File: config.mk
export PLATFORM = sky130hd
export DESIGN_NAME = cordic_mc
export DESIGN_NICKNAME = d
export VERILOG_FILES = /design/src/rtl/cordic_pkg.sv /design/src/rtl/cordic_micro_rot.sv /design/src/rtl/cordic_mc.sv
export SDC_FILE = /design/constraint.sdc
export NUM_CORES = 1
export LEC_CHECK = 0
export ABC_AREA = 1
export BUFFER_PORTS_ARGS = -buffer_cell sky130_fd_sc_hd__buf_2
export CAP_MARGIN = 20
export CORE_MARGIN = 5
export CORE_UTILIZATION = 60
export DETAILED_ROUTE_END_ITERATION = 6
export HOLD_SLACK_MARGIN = 0.08
export MAX_ROUTING_LAYER = met4
export PLACE_DENSITY_LB_ADDON = 0.15
export SYNTH_ARGS = -nofsm -noshare
export SYNTH_HDL_FRONTEND = slang
export SYNTH_SLANG_ARGS = --single-unit
File: constraint.sdc
create_clock -name clk -period 6.5 [get_ports clk]
set_clock_uncertainty 0.05 [all_clocks]
set_input_delay 0.975 -clock clk [delete_from_list [all_inputs] [get_ports clk]]
set_output_delay 0.975 -clock clk [all_outputs]
set_load 0.05 [all_outputs]
File: src/rtl/cordic_pkg.sv
// cordic_pkg: mode encodings, FSM states and constant generators for the CORDIC core
package cordic_pkg;
    localparam logic [1:0] MODE_VEC = 2'd1;
    localparam logic [1:0] MODE_ROT = 2'd2;

    typedef enum logic [2:0] {S_IDLE, S_PRE, S_ITER, S_POST, S_OUT} state_t;

    function automatic int atan_entry(input int i, input int w);
        return $rtoi($atan(1.0 / (2.0 ** i)) / 3.14159265358979 * (2.0 ** (w - 1)) + 0.5);
    endfunction

    function automatic int kinv(input int w);
        return $rtoi(0.607253 * (2.0 ** w) + 0.5);
    endfunction
endpackage

File: src/rtl/cordic_micro_rot.sv
// cordic_micro_rot: one shift-add CORDIC step, steered by sign(y) when vectoring or sign(z) when rotating
module cordic_micro_rot
    import cordic_pkg::*;
#(
    parameter int WIDTH = 16,
    parameter int DW    = WIDTH + 2,
    parameter int SW    = $clog2(WIDTH)
) (
    input  logic signed [DW-1:0]    x,
    input  logic signed [DW-1:0]    y,
    input  logic signed [WIDTH-1:0] z,
    input  logic [SW-1:0]           sh,
    input  logic [1:0]              mode,
    output logic signed [DW-1:0]    x_n,
    output logic signed [DW-1:0]    y_n,
    output logic signed [WIDTH-1:0] z_n
);
    logic signed [WIDTH-1:0] atan_tab [WIDTH];
    logic signed [WIDTH-1:0] atan;
    logic signed [DW-1:0]    xs, ys;
    logic                    ccw;

    for (genvar i = 0; i < WIDTH; i++) begin : g_tab
        assign atan_tab[i] = WIDTH'(atan_entry(i, WIDTH));
    end

    assign atan = atan_tab[sh];
    assign xs   = x >>> sh;
    assign ys   = y >>> sh;
    assign ccw  = (mode == MODE_ROT) ? !z[WIDTH-1] : y[DW-1];
    assign x_n  = ccw ? x - ys : x + ys;
    assign y_n  = ccw ? y + xs : y - xs;
    assign z_n  = ccw ? z - atan : z + atan;
endmodule

File: src/rtl/cordic_mc.sv
// cordic_mc: iterative CORDIC (vectoring/rotation) reusing one micro-rotation, with tag and error flag
module cordic_mc
    import cordic_pkg::*;
#(
    parameter int WIDTH = 16,
    parameter int ITER  = 14,
    parameter int TAG_W = 2
) (
    input  logic                    clk,
    input  logic                    rst,
    input  logic                    in_valid,
    output logic                    in_ready,
    input  logic [1:0]              mode_in,
    input  logic signed [WIDTH-1:0] x_in,
    input  logic signed [WIDTH-1:0] y_in,
    input  logic signed [WIDTH-1:0] z_in,
    input  logic [TAG_W-1:0]        tag_in,
    output logic                    out_valid,
    input  logic                    out_ready,
    output logic signed [WIDTH:0]   r_out,
    output logic signed [WIDTH:0]   a_out,
    output logic [TAG_W-1:0]        tag_out,
    output logic                    err_out
);
    localparam int DW = WIDTH + 2;
    localparam int SW = $clog2(WIDTH);
    localparam logic signed [WIDTH-1:0] QTR    = WIDTH'(1 << (WIDTH - 2));
    localparam logic signed [WIDTH-1:0] NEG180 = {1'b1, {(WIDTH - 1){1'b0}}};
    localparam logic signed [DW-1:0]    KINV   = DW'(kinv(WIDTH));

    state_t                  state, state_d;
    logic [SW-1:0]           cnt;
    logic [1:0]              mode;
    logic signed [DW-1:0]    x, y, x_n, y_n, sx, sy;
    logic signed [WIDTH-1:0] z, z_n, z_f;
    logic signed [2*DW-1:0]  px, py;
    logic [TAG_W-1:0]        tag;
    logic                    zero, neg, accept, vec, legal;

    function automatic logic signed [WIDTH:0] sat(input logic signed [DW-1:0] v);
        return (v[DW-1] != v[DW-2]) ? {v[DW-1], {WIDTH{~v[DW-1]}}} : v[WIDTH:0];
    endfunction

    assign in_ready  = state == S_IDLE || (state == S_OUT && out_ready);
    assign out_valid = state == S_OUT;
    assign accept    = in_valid && in_ready;
    assign vec       = mode == MODE_VEC;
    assign legal     = vec || mode == MODE_ROT;
    // +180 and -180 share one encoding, so the vectoring start angle is NEG180 for either sign of y
    assign neg = vec ? x[DW-1] : (z > QTR || z < -QTR);
    assign z_f = vec ? (x[DW-1] ? NEG180 : '0) : (neg ? z ^ NEG180 : z);
    assign px  = (2*DW)'(x) * (2*DW)'(KINV);
    assign py  = (2*DW)'(y) * (2*DW)'(KINV);
    assign sx  = DW'(px >>> WIDTH);
    assign sy  = DW'(py >>> WIDTH);

    cordic_micro_rot #(.WIDTH(WIDTH)) u_rot (
        .x    (x),
        .y    (y),
        .z    (z),
        .sh   (cnt),
        .mode (mode),
        .x_n  (x_n),
        .y_n  (y_n),
        .z_n  (z_n)
    );

    always_comb begin
        state_d = state;
        case (state)
            S_IDLE:  state_d = accept ? S_PRE : S_IDLE;
            S_PRE:   state_d = S_ITER;
            S_ITER:  state_d = (cnt == SW'(ITER - 1)) ? S_POST : S_ITER;
            S_POST:  state_d = S_OUT;
            S_OUT:   state_d = !out_ready ? S_OUT : accept ? S_PRE : S_IDLE;
            default: state_d = S_IDLE;
        endcase
    end

    always_ff @(posedge clk) begin
        if (rst) begin
            state   <= S_IDLE;
            cnt     <= '0;
            r_out   <= '0;
            a_out   <= '0;
            tag_out <= '0;
            err_out <= 1'b0;
        end else begin
            state <= state_d;
            if (accept) begin
                mode <= mode_in;
                x    <= DW'(x_in);
                y    <= DW'(y_in);
                z    <= z_in;
                tag  <= tag_in;
            end
            if (state == S_PRE) begin
                x    <= neg ? -x : x;
                y    <= neg ? -y : y;
                z    <= z_f;
                zero <= vec && x == '0 && y == '0;
                cnt  <= '0;
            end
            if (state == S_ITER) begin
                x   <= x_n;
                y   <= y_n;
                z   <= z_n;
                cnt <= cnt + 1'b1;
            end
            if (state == S_POST) begin
                r_out   <= (legal && !zero) ? sat(sx) : '0;
                a_out   <= (!legal || zero) ? '0 : vec ? (WIDTH + 1)'(z) : sat(sy);
                tag_out <= tag;
                err_out <= !legal;
            end
        end
    end
endmodule

==> metrics <==
status finished, final reports clean; mux share of post-synthesis cell area 0; number of synthesized flops with an enable pin 57; initial antenna violation count 0; adder-cell share of the synthesized area 0.428; Setup CP Type reg2reg; # IOs 95; overall routing resource usage 0.342; antenna viol nets, final 0; num rows 72; Synth Flop Type edfxtp_1; flops & latches, synth 101; Synth Net Count ~3,900; DRC Markers 0; die area 43,600 um2; worst hold slack 419 ps; synthesized area per cell roughly 7.4 um2; Seq/Total Area, Yosys 0.109; fill cell count ~3,500; CTS tree done; routed len/inst roughly 19 um; die height about 210 um; clock-pin slew of the registers on the worst-case setup and hold paths roughly 80 ps; worst hold-check path type reg2reg; Tmin final approximately 6200 ps; first-pass GRT wire length 116,000 um; routed vias between 20,000 and 25,000; drt pass-1 iters 6; hold wc startpoint a_out[15]; Tcrit/Tclk final 0.960; Core ar. 38,800 um2; Crit path arrival time 6440 ps; Synth top area share 0.231; R2R depth 24; P&R area growth vs syn 6.96%; Slew headroom 0.347; layout cells sized above 1 0.0630; Least-Margin Pin Slew 973 ps; main combinational cell family by area after synthesis adder cells; Netlist Area Pre-Place between 20,000 and 25,000 um2; Final GP Congestion approximately 1.1; H-Tree Depth 3; grt ovf 0; reg2reg end a_out[3]; Worst-Skew Late Latency ~400 ps; # setup viols final 0; FFs w/ async S/R, synth 0; Worst R2R Start y[8]; crit path max fanout 9; element type at the critical path start flop; hpwl dp 61,000 um; Compound-Gate Fraction of Synth Area 0.100; hold violation count in the final report 0; post-synthesis cell type count approximately 50; Nets 4,012; CTS Root Cell clkbuf_16; crit path to a_out[3]; CTS Sinks a little over 100; XOR/XNOR share of the synthesized area 0.0311; clk buf depth 2; Routed WL 72,300 um; number of port buffers 94; drt via density approximately 5.7; Yosys top cell by area fa_1; required time of the critical path roughly 6700 ps; worst setup path startpoint y[8]; fmax about 0.16 GHz; Inserted Clock Buffers 9; Reg2Reg Setup Slack between 200 and 300 ps; Max Cap Viol 0; DIE WIDTH between 200 and 250 um; Hold-fix buffers, CTS 0; Initial Utilization 0.610; cells after synthesis around 3,200; vias in the first global route 22,300; final slew viol count 0; Post-Synth Simple-Gate Area 0.213; largest net degree at the start of global routing ~50; synth warn 0; Area contributors post-synth fa_1 23%, ha_1 20%, nand2_1 11%; Critical Path End Type flop; DR iter-0 viols ~1,800
==> placed cells by master (no fill, tap or decap), drive strengths merged <==
cell type	count
a211oi	5
a21boi	8
a21o	8
a21oi	219
a221oi	1
a22o	8
a22oi	2
a31o	1
a31oi	6
a32oi	1
and3	3
buf	158
clkbuf	9
clkinv	8
dfxtp	44
diode	1
edfxtp	57
fa	273
ha	373
inv	673
nand2	685
nand3	251
nand3b	8
nand4	13
nor2	200
nor3	24
nor3b	1
nor4	8
o2111ai	1
o211ai	10
o21a	5
o21ai	137
o21bai	9
o22ai	3
o311ai	4
o31ai	5
or2	10
xnor2	31
xor2	53
==> synthesized netlist by cell type, types with 6 or more instances <==
| master | instances |
|---|---|
| o21ai_1 | 6 |
| nor2_1 | 192 |
| a21oi_1 | 219 |
| nand4_1 | 13 |
| buf_4 | 7 |
| edfxtp_1 | 57 |
| nor4_1 | 7 |
| buf_2 | 17 |
| a22o_1 | 8 |
| clkbuf_1 | 27 |
| o21ai_0 | 130 |
| a21boi_0 | 8 |
| a21o_1 | 8 |
| o21bai_1 | 9 |
| o211ai_1 | 10 |
| ha_1 | 373 |
| fa_1 | 273 |
| nand2_1 | 685 |
| nand3b_1 | 8 |
| or2_2 | 10 |
| nand3_1 | 248 |
| a31oi_1 | 6 |
| nor3_1 | 23 |
| xnor2_1 | 31 |
| dfxtp_1 | 44 |
| inv_1 | 664 |
| xor2_1 | 53 |
| nor2_2 | 6 |
==> critical path, cell delays in order (launching register included) <==
cell      delay, ps
edfxtp_1        730
inv_1           140
ha_1            370
fa_1            520
inv_1            60
fa_1            530
inv_1            50
fa_1            440
fa_1            490
inv_1            50
fa_1            480
inv_1            50
ha_1            370
nand2_1         120
o21ai_0         280
a21oi_1          70
nand2_1         160
nand2_1         110
nand2_1         100
nand2_1          50
nand2_1         120
nand3_1         300
buf_4           280
nand3_1         100
a21oi_1          70
==> kinds of logic after synthesis <==
group | count (synthesis)
simple gates | 1203
flops | 101
fa+ha+maj | 646
compound gates | 433
xor+xnor | 84
buf+inv | 732
==> per-stage QoR <==
stage / util / cells / setup TNS, ps / setup slack (ps) / area [um2]
after detailed placement: 0.643 / 3809 / 0 / 278 / 25000
after global placement: 0.643 / 3809 / 0 / 398 / 25000
after global routing: 0.653 / 3833 / -4.31 / -4.31 / 25300
final: 0.653 / 3834 / 0 / 257 / 25300
after floorplan: - / 3199 / 0 / 573 / 23700
after CTS: 0.651 / 3825 / 0 / 250 / 25300
==> per-layer routing <==
| metal | global-route usage | routed length [um] | share of wire | vias up |
|---|---|---|---|---|
| li1 | - | - | - | 10400 |
| met1 | 0.408 | 28800 | 0.40 | 10300 |
| met2 | 0.585 | 35500 | 0.49 | 835 |
| met3 | 0.0418 | 4420 | 0.061 | 221 |
| met4 | 0.146 | 3610 | 0.050 | 0 |
| met5 | - | 0 | 0 | - |
==> what timing repair did <==
item / CTS / global route
buffers inserted: 0 / 8
endpoints found under the setup margin: 0 / 29
resized for setup: 0 / 2
==> worst min path at each step <==
| stage | endpoint | slack (ps) | cells after the start |
|---|---|---|---|
| finish | a_out[15] | 420 | 2 |
| global placement | a_out[15] | 400 | 2 |
| global route | a_out[6] | 440 | 2 |
| floorplan | tag_out[0] | 400 | 2 |
| detailed placement | a_out[15] | 410 | 2 |
| CTS | a_out[15] | 420 | 2 |
==> registers in the layout, summed over array words and instances, names as in the netlist <==
name	cells
x	18
y	18
a_out	17
r_out	17
z	16
cnt	4
state	3
mode	2
tag	2
tag_out	2
err_out	1
zero	1
==> area by class of cell <==
class                      instances  area (um2)  area share
antenna                            1        2.50   0.0000988
tap                              518         648      0.0256
clock buffer                       9         225     0.00889
timing repair buffer             158         951      0.0375
inverter                         674        2530      0.0998
clock inverter                     7        86.3     0.00341
sequential                       101        2590       0.102
multi-input combinational       2366       18300       0.722
Power is left out: the tool's default activity adds up to more than one toggle a clock period on the data nets, which glitch-free logic cannot reach.
